`src/rtl/approx_mac_pkg.sv`:
```
// Shared types, constants and the saturating-add helper for the approximate
// Wallace-tree multiply-accumulate block.
package approx_mac_pkg;

  typedef enum logic [1:0] {
    IDLE,
    ACCUM,
    DRAIN,
    HOLD
  } state_e;

  localparam int unsigned OPND_W    = 8;
  localparam int unsigned PROD_W    = 16;
  localparam int unsigned MAX_ACC_W = 64;

  // Partial-product columns below this weight are dropped by the approximate tree.
  localparam int unsigned APPROX_TRUNC_COLS = 4;

  // Returns {overflow, clamped_sum}; the sum is clamped to 2^acc_w-1 (acc_w <= 63).
  function automatic logic [MAX_ACC_W:0] sat_add(
    input logic [MAX_ACC_W-1:0] acc,
    input logic [PROD_W-1:0]    prod,
    input int unsigned          acc_w
  );
    logic [MAX_ACC_W:0] sum;
    logic [MAX_ACC_W:0] lim;
    sum = {1'b0, acc} + {{(MAX_ACC_W + 1 - PROD_W){1'b0}}, prod};
    lim = (MAX_ACC_W + 1)'(1) << acc_w;
    if (sum >= lim) begin
      sat_add                = lim - (MAX_ACC_W + 1)'(1);
      sat_add[MAX_ACC_W]     = 1'b1;
    end else begin
      sat_add = sum;
    end
  endfunction

endpackage

```
`src/rtl/approx_wallace_mac_accumulator_product.sv`:
```
// Product stage P: approximate 8x8 Wallace-tree multiplier (or exact A*B)
// followed by the stage-P register and its valid bit.
module approx_mac_product_stage
  import approx_mac_pkg::*;
#(
  parameter int unsigned USE_EXACT = 0
) (
  input  logic              clk_i,
  input  logic              rst_i,
  input  logic              valid_i,
  input  logic [OPND_W-1:0] a_i,
  input  logic [OPND_W-1:0] b_i,
  output logic              valid_o,
  output logic [PROD_W-1:0] prod_o
);

  logic [PROD_W-1:0] prod_c;
  logic [PROD_W-1:0] prod_q;
  logic              valid_q;

  if (USE_EXACT != 0) begin : g_exact
    assign prod_c = PROD_W'(a_i) * PROD_W'(b_i);
  end else begin : g_approx
    localparam logic [PROD_W-1:0] TRUNC_MASK = '1 << APPROX_TRUNC_COLS;

    // 3:2 carry-save compressor, returns {carry, sum}.
    function automatic logic [2*PROD_W-1:0] csa(
      input logic [PROD_W-1:0] x,
      input logic [PROD_W-1:0] y,
      input logic [PROD_W-1:0] z
    );
      logic [PROD_W-1:0] s;
      logic [PROD_W-1:0] c;
      s   = x ^ y ^ z;
      c   = ((x & y) | (x & z) | (y & z)) << 1;
      csa = {c, s};
    endfunction

    logic [PROD_W-1:0] pp [OPND_W];
    logic [PROD_W-1:0] s0, c0, s1, c1, s2, c2, s3, c3, s4, c4, s5, c5;

    // Reduction 8 -> 6 -> 4 -> 3 -> 2 rows, then a single carry-propagate add.
    always_comb begin
      for (int unsigned j = 0; j < OPND_W; j++) begin
        pp[j] = (PROD_W'(a_i & {OPND_W{b_i[j]}}) << j) & TRUNC_MASK;
      end
      {c0, s0} = csa(pp[0], pp[1], pp[2]);
      {c1, s1} = csa(pp[3], pp[4], pp[5]);
      {c2, s2} = csa(s0, c0, s1);
      {c3, s3} = csa(c1, pp[6], pp[7]);
      {c4, s4} = csa(s2, c2, s3);
      {c5, s5} = csa(s4, c4, c3);
      prod_c   = s5 + c5;
    end
  end

  always_ff @(posedge clk_i) begin
    if (rst_i) begin
      valid_q <= 1'b0;
      prod_q  <= '0;
    end else begin
      valid_q <= valid_i;
      prod_q  <= prod_c;
    end
  end

  assign valid_o = valid_q;
  assign prod_o  = prod_q;

endmodule

```
`src/rtl/approx_wallace_mac_accumulator.sv`:
```
// Saturating dot-product accumulator over a valid/ready operand stream,
// result presented on a valid/ready output port after the last beat drains.
module approx_wallace_mac_accumulator
  import approx_mac_pkg::*;
#(
  parameter int unsigned ACC_W     = 24,
  parameter int unsigned CNT_W     = 8,
  parameter int unsigned USE_EXACT = 0
) (
  input  logic             clk,
  input  logic             rst,
  input  logic             in_valid,
  output logic             in_ready,
  input  logic [7:0]       in_a,
  input  logic [7:0]       in_b,
  input  logic             in_last,
  output logic             out_valid,
  input  logic             out_ready,
  output logic [ACC_W-1:0] out_acc,
  output logic [CNT_W-1:0] out_count,
  output logic             out_sat
);

  state_e             state_q, state_d;
  logic [ACC_W-1:0]   acc_q, acc_d;
  logic [CNT_W-1:0]   cnt_q, cnt_d;
  logic               sat_q, sat_d;
  logic               out_valid_q, out_valid_d;
  logic [ACC_W-1:0]   out_acc_q, out_acc_d;
  logic [CNT_W-1:0]   out_cnt_q, out_cnt_d;
  logic               out_sat_q, out_sat_d;

  logic               accept;
  logic               p_valid;
  logic [PROD_W-1:0]  p_prod;
  logic [MAX_ACC_W:0] sa;
  logic               sat_hit;

  assign in_ready = (state_q == IDLE) || (state_q == ACCUM);
  assign accept   = in_valid && in_ready;

  approx_mac_product_stage #(
    .USE_EXACT (USE_EXACT)
  ) u_prod (
    .clk_i   (clk),
    .rst_i   (rst),
    .valid_i (accept),
    .a_i     (in_a),
    .b_i     (in_b),
    .valid_o (p_valid),
    .prod_o  (p_prod)
  );

  // Bits above ACC_W are always zero after clamping; folding them in keeps every bit used.
  assign sa      = sat_add({{(MAX_ACC_W - ACC_W){1'b0}}, acc_q}, p_prod, ACC_W);
  assign sat_hit = sa[MAX_ACC_W] | (|sa[MAX_ACC_W-1:ACC_W]);

  always_comb begin
    state_d     = state_q;
    acc_d       = acc_q;
    cnt_d       = cnt_q;
    sat_d       = sat_q;
    out_valid_d = out_valid_q;
    out_acc_d   = out_acc_q;
    out_cnt_d   = out_cnt_q;
    out_sat_d   = out_sat_q;

    if (p_valid) begin
      acc_d = sa[ACC_W-1:0];
      sat_d = sat_q | sat_hit;
      cnt_d = (cnt_q == '1) ? cnt_q : cnt_q + 1'b1;
    end

    unique case (state_q)
      IDLE: begin
        if (accept) state_d = in_last ? DRAIN : ACCUM;
      end
      ACCUM: begin
        if (accept && in_last) state_d = DRAIN;
      end
      DRAIN: begin
        // Stage P empty means the last beat is already folded into acc_q.
        if (!p_valid) begin
          out_valid_d = 1'b1;
          out_acc_d   = acc_q;
          out_cnt_d   = cnt_q;
          out_sat_d   = sat_q;
          state_d     = HOLD;
        end
      end
      HOLD: begin
        if (out_ready) begin
          out_valid_d = 1'b0;
          acc_d       = '0;
          cnt_d       = '0;
          sat_d       = 1'b0;
          state_d     = IDLE;
        end
      end
      default: state_d = IDLE;
    endcase
  end

  always_ff @(posedge clk) begin
    if (rst) begin
      state_q     <= IDLE;
      acc_q       <= '0;
      cnt_q       <= '0;
      sat_q       <= 1'b0;
      out_valid_q <= 1'b0;
      out_acc_q   <= '0;
      out_cnt_q   <= '0;
      out_sat_q   <= 1'b0;
    end else begin
      state_q     <= state_d;
      acc_q       <= acc_d;
      cnt_q       <= cnt_d;
      sat_q       <= sat_d;
      out_valid_q <= out_valid_d;
      out_acc_q   <= out_acc_d;
      out_cnt_q   <= out_cnt_d;
      out_sat_q   <= out_sat_d;
    end
  end

  assign out_valid = out_valid_q;
  assign out_acc   = out_acc_q;
  assign out_count = out_cnt_q;
  assign out_sat   = out_sat_q;

endmodule

```
`config.mk`:
```
export PLATFORM = sky130hd
export DESIGN_NAME = approx_wallace_mac_accumulator
export DESIGN_NICKNAME = d
export VERILOG_FILES = /design/src/rtl/approx_mac_pkg.sv /design/src/rtl/approx_wallace_mac_accumulator_product.sv /design/src/rtl/approx_wallace_mac_accumulator.sv
export SDC_FILE = /design/constraint.sdc
export NUM_CORES = 1
export LEC_CHECK = 0
export ABC_AREA = 1
export CORE_ASPECT_RATIO = 1.25
export CORE_MARGIN = 2
export CORE_UTILIZATION = 25
export CTS_BUF_LIST = sky130_fd_sc_hd__clkbuf_8
export DETAILED_ROUTE_END_ITERATION = 8
export SYNTH_ARGS = -nofsm -noshare
export SYNTH_HDL_FRONTEND = slang
export SYNTH_SLANG_ARGS = --single-unit
```
`constraint.sdc`:
```
create_clock -name clk -period 9.5 [get_ports clk]
set_input_delay 2.85 -clock clk [delete_from_list [all_inputs] [get_ports clk]]
set_output_delay 2.85 -clock clk [all_outputs]
set_load 0.1 [all_outputs]
```
=== After elaboration in Yosys (flattened, before gate mapping) ===
Cells that the tools add are included.

* Register bits after elaboration: 86
* Output and inout port bits: 35

* Magnitude comparators: 1
* Bitwise gates (word level): 53
* Reduce and logical (&&, ||, !) cells: 9
* $add $sub $neg: 3
* Equality and inequality tests: 8
* Mux-type cells: 20

{| class="wikitable"
|+ Operators with widths
! operator !! number
|-
| $and 15x15->15 || 18
|-
| $or 15x15->15 || 12
|-
| $xor 16x16->16 || 8
|-
| $mux 24 || 3
|-
| $mux 65 || 1
|-
| $and 8x8->8 || 8
|-
| $reduce_or 40->1 || 1
|-
| $mux 8 || 4
|-
| $add 24x16->25 || 1
|-
| $ge 25x25->1 const B || 1
|-
| $add 16x16->16 || 1
|-
| $xor 16x10->16 || 1
|-
| $xor 16x13->16 || 1
|-
| $xor 16x14->16 || 1
|-
| $xor 16x15->16 || 1
|-
| $mux 2 || 5
|-
| $add 8x1->8 const B || 1
|-
| $eq 8x8->1 const B || 1
|-
| $pmux 2 s4 || 1
|-
| $ne 2x2->1 const B || 3
|-
| $mux 1 || 5
|-
| $eq 2x2->1 const B || 2
|-
| $reduce_and 4->1 || 1
|-
| $reduce_and 3->1 || 1
|-
| 10 further kinds || 12
|}

=== Logic depth before layout (Yosys ltp) ===
* Depth in word-level cells: 14
* Gate-level depth with buffers: 20
* Depth with buffers taken out: 19

=== By module ===
From an unflattened synthesis, not the netlist that was laid out.

* Cell total of the unflattened synthesis: 837
* Area total of the unflattened synthesis: 5909.4 µm²

{| class="wikitable"
|+ Modules (own cells, without submodules)
! module !! area an instance (µm²) !! cells an instance !! times used
|-
| approx_wallace_mac_accumulator || 3842.4 || 551 || 1
|-
| approx_mac_product_stage || 2067.0 || 286 || 1
|}

=== Worst setup path before layout ===
OpenSTA, ideal clock, no wires.

* Path kind: in2reg
* Start: input port in_a[7]
* End: register u_prod.prod_q[13], in the netlist u_prod.prod_o[13]
* Buffers on the path: 1
* Slack: 2.961 ns
* Stages on the path: 16
* Data arrival time: 6.469 ns
* Required time: 9.430 ns
* Cell sequence: clkbuf_1 -> nand2_1 -> fa_1 -> fa_1 -> fa_1 -> fa_1 -> inv_1 -> ha_1 -> fa_1 -> nand3_1 -> nand3_1 -> nand2_1 -> nand2_1 -> a21oi_1 -> o21ai_0 -> a21oi_1

* Longest elaborated chain between the ends: 14
* Elaborated cells between the ends (all ways): 49
* Those cells by class: add/sub (1); bitwise (48)

{| class="wikitable"
|+ RTL lines
! item !! RTL line !! text
|-
| from (decl) || approx_wallace_mac_accumulator.sv:14 || <nowiki>input logic [7:0] in_a,</nowiki>
|-
| $and 8x8->8 || approx_wallace_mac_accumulator_product.sv:45 || <nowiki>pp[j] = (PROD_W'(a_i & {OPND_W{b_i[j]}}) << j) & TRUNC_MASK;</nowiki>
|-
| $and 15x15->15 || approx_wallace_mac_accumulator_product.sv:35 || <nowiki>c = ((x & y) | (x & z) | (y & z)) << 1;</nowiki>
|-
| $or 15x15->15 (2 in series) || approx_wallace_mac_accumulator_product.sv:35 ||
|-
| $and 15x15->15 || approx_wallace_mac_accumulator_product.sv:35 ||
|-
| $or 15x15->15 (2 in series) || approx_wallace_mac_accumulator_product.sv:35 ||
|-
| $and 15x15->15 || approx_wallace_mac_accumulator_product.sv:35 ||
|-
| $or 15x15->15 (2 in series) || approx_wallace_mac_accumulator_product.sv:35 ||
|-
| $and 15x15->15 || approx_wallace_mac_accumulator_product.sv:35 ||
|-
| $or 15x15->15 (2 in series) || approx_wallace_mac_accumulator_product.sv:35 ||
|-
| $add 16x16->16 * || approx_wallace_mac_accumulator_product.sv:53 || <nowiki>prod_c = s5 + c5;</nowiki>
|-
| to (signal assigned) || approx_wallace_mac_accumulator_product.sv:63 || <nowiki>prod_q <= prod_c;</nowiki>
|-
| to (decl) || approx_wallace_mac_accumulator_product.sv:18 || <nowiki>logic [PROD_W-1:0] prod_q;</nowiki>
|}

Every way passes the cells marked *; elsewhere a longest branch is shown, timed or not.
A chain may end at the register's enable or synchronous reset.

=== Worst setup path after layout ===
Same ends and word-level chain as after synthesis.

==> summary.txt <==
Synth Register Bits = 82
Post-synthesis average cell area = 7.219 sq um
Initial antenna violation count = 0
Prevailing post-synth register cell = dfxtp_1
Slew @ Worst Pin = 1130 ps
Clock skew = 15.47 ps
Area Overhead vs Synth = 18.35%
Syn Inst Count = 750
Fill cell count = 2330
Core box area = 0.02140 sq mm
Slew Viols, Final = 0
Worst reg-to-reg setup slack = 7300 ps
Sequential share of the synthesized area = 0.3032
Clk Latency, worst-skew pair = 370 ps
R2r endpoint = acc_q[11]
# rows = 60
Leakage power = 3.219 nW
CP max stage cell = clkdlybuf4s50_1
Synth area leaders = dfxtp_1 (30%), fa_1 (13%), nand2_1 (11%)
Startpoint Class = primary input
Vias per Instance = 4.253
PortBufs = 55
Syn Nets = 842
Cells along the critical path = clkdlybuf4s50_1 -> nand2_1 -> fa_1 -> fa_1 -> fa_1 -> fa_1 -> inv_1 -> ha_1 -> fa_1 -> nand3_1 -> nand3_1 -> nand2_1 -> nand2_1 -> a21oi_1 -> o21ai_0 -> a21oi_1
Min-delay src = acc_q[0]
# hold bufs at CTS = 0
Period utilization = 0.7225
Via count = 4581
Number of flops mapped to enable cells by yosys = 0
Relative slew margins = 0.2460
# Max-Cap Violations = 0
Cell taking the most area after synthesis = dfxtp_1
Maximum clock path buffer count = 2
Setup bufs post-CTS = 0
Drt total wl = 12130 microns
Pin count of the biggest net entering global routing = 53
Detailed Place HPWL = 9435 microns
Synthesized area = 0.005414 sq mm
Crit. End Element = register
Die Y = 168.5 microns
Root buffer cell = clkbuf_8
DR iter-0 viols = 250
WHS Path Cells = 2
Critical path fanouts, max = 8
1st-pass router iterations = 4
Max VDD drop = 0.1720 mV
Worst path max stage delay = 640 ps
R2R Path Start = acc_q[4]
Total power = 1.682 mW
DRC violations left = 0
Final #Nets = 885
Share of cells above drive strength 1 = 0.04261
CTS resizes = 0
Die area = 0.02286 sq mm
PD cells = 262.4 mW/mm^2
Reg2Reg Depth = 10
Setup CP Type = in -> reg
Most common cell in the synthesized netlist = nand2_1
Chip width = 135.6 microns
Grt total ovfl = 0
Total Negative Setup Slacks = 0 ps
RSZ-0062 raised after global routing = no
Top cell by count, worst path = fa_1
Clk pin slew, worst setup/hold paths = 90 ps
IO Count = 56
Antenna diode count = 0
Status = finished, final reports clean
Vias in the first global route = 4337
Wire per inst = 11.26 microns
CTS Buf Count = 9
Starting density of the core = 0.2530
DRT antenna net count = 0
Async set-reset flop share out of synthesis = 0
Final setup fails = 0
F_max = 145.7 MHz
Hold Path Sink = out_acc[0]
Routability cong. = 0.8428
CTS tree = yes
Share of the synthesized area in the top cell type = 0.3032
Synth cell types = 38
First-pass GRT wire length = 20580 microns
Clock Sinks = 82
GRT Total Usage = 0.1108
CTS H-Tree Depth = 3
Yosys warnings = 0
CP Data Required Time = 9790 ps
Commonest cells in the netlist = nand2_1 (156), inv_1 (149), dfxtp_1 (82), nor2_1 (72), a21oi_1 (68)
Final hold violation count = 0
Crit path time final = 6864 ps
Crit path DAT = 7150 ps
Hold Path Class = reg -> reg
[layout make-up]
cell class	instances	area [sq um]	share of cell area
Inverter	152	570.5	0.08905
Clock buffer	9	123.9	0.01933
Clock inverter	7	58.81	0.009178
Timing Repair Buffer	57	565.5	0.08826
Sequential cell	82	1642	0.2562
Multi-Input combinational cell	491	3098	0.4835
Tap cell	279	349.1	0.05448
[worst max-delay path by stage]
stage,from,endpoint,depth (start not counted)
2_1_floorplan,in_a[7],u_prod.prod_o[13],16
3_3_place_gp,in_a[7],u_prod.prod_o[13],16
3_5_place_dp,in_a[7],u_prod.prod_o[13],16
4_1_cts,in_a[7],u_prod.prod_o[13],16
5_1_grt,in_a[7],u_prod.prod_o[13],16
6_report,in_a[7],u_prod.prod_o[13],16
[through the flow]
stage	area (sq um)	worst slack, ps	std cells	util	hold slack (ps)
after global placement	6225	2375	1061	0.2909	441.1
final	6407	2636	1077	0.2995	459.7
after CTS	6407	2621	1077	0.2995	460.3
after floorplan	5414	2961	750	-	429.7
after detailed placement	6225	2224	1061	0.2909	446.4
after global routing	6407	2339	1077	0.2995	484.9
[cells in the final DEF, fill, tap and decap left out, types with 2 or more instances in the layout]
cell             netlist  routed
buf_4                  1       2
inv_1                149     149
nand2_2                5       5
nor3_1                 7       7
ha_1                  35      35
inv_6                  0       3
nand3_2                3       3
nand2_1              156     156
xor2_1                 5       5
a31oi_1                2       2
xnor2_1                3       3
clkinv_4               0       2
inv_2                  2       2
clkinvlp_4             0       2
nand3_1               17      17
clkdlybuf4s50_1        0      55
a21oi_1               68      68
dfxtp_1               82      82
fa_1                  36      36
clkbuf_8               0       9
nand4_1                3       3
o21ai_0               61      61
nor2_1                72      72
nor4_1                 2       2
nand3b_1               2       2
[critical path, delay by kind of cell]
kind                     cells  cell delay (ps)
adder cells (fa/ha/maj)      6             2720
buffers and inverters        2              680
AND/OR/NAND/NOR              5              500
AO/OA/AOI/OAI                3              410
[sequential cells by signal (all words and copies together) (netlist names)]
name and cells:
cnt_q 8, out_valid 1, sat_q 1, u_prod.valid_o 1
out_acc 24, u_prod.prod_o 12, state_q 2, out_sat 1
out_count 8, acc_q 24
[power by group]
part           switching, mW  internal [mW]
sequential            0.0472          0.429
clock                  0.138         0.0984
combinational          0.701          0.268
[routing by layer]
layer | routed length, microns | global-route usage | share of wire | up-vias
met3 | 359 | 0.01677 | 0.030 | 11
met5 | 0 | 0 | 0 | -
li1 | - | - | - | 2406
met2 | 6075 | 0.1952 | 0.50 | 73
met1 | 5529 | 0.1387 | 0.46 | 2091
met4 | 166 | 0.03351 | 0.014 | 0
[logic make-up (layout without fill, tap and decap cells)]
kind of cell             after synthesis  count (layout)  synth area share
AO/OA/AOI/OAI                        138             138            0.1334
XOR/XNOR                               8               8           0.01294
adder cells (fa/ha/maj)               71              71            0.2140
buffers and inverters                177             225            0.1255
flip-flops                            82              82            0.3032
AND/OR/NAND/NOR                      274             274            0.2110
No activity file was read; power rests on OpenSTA's default activity.
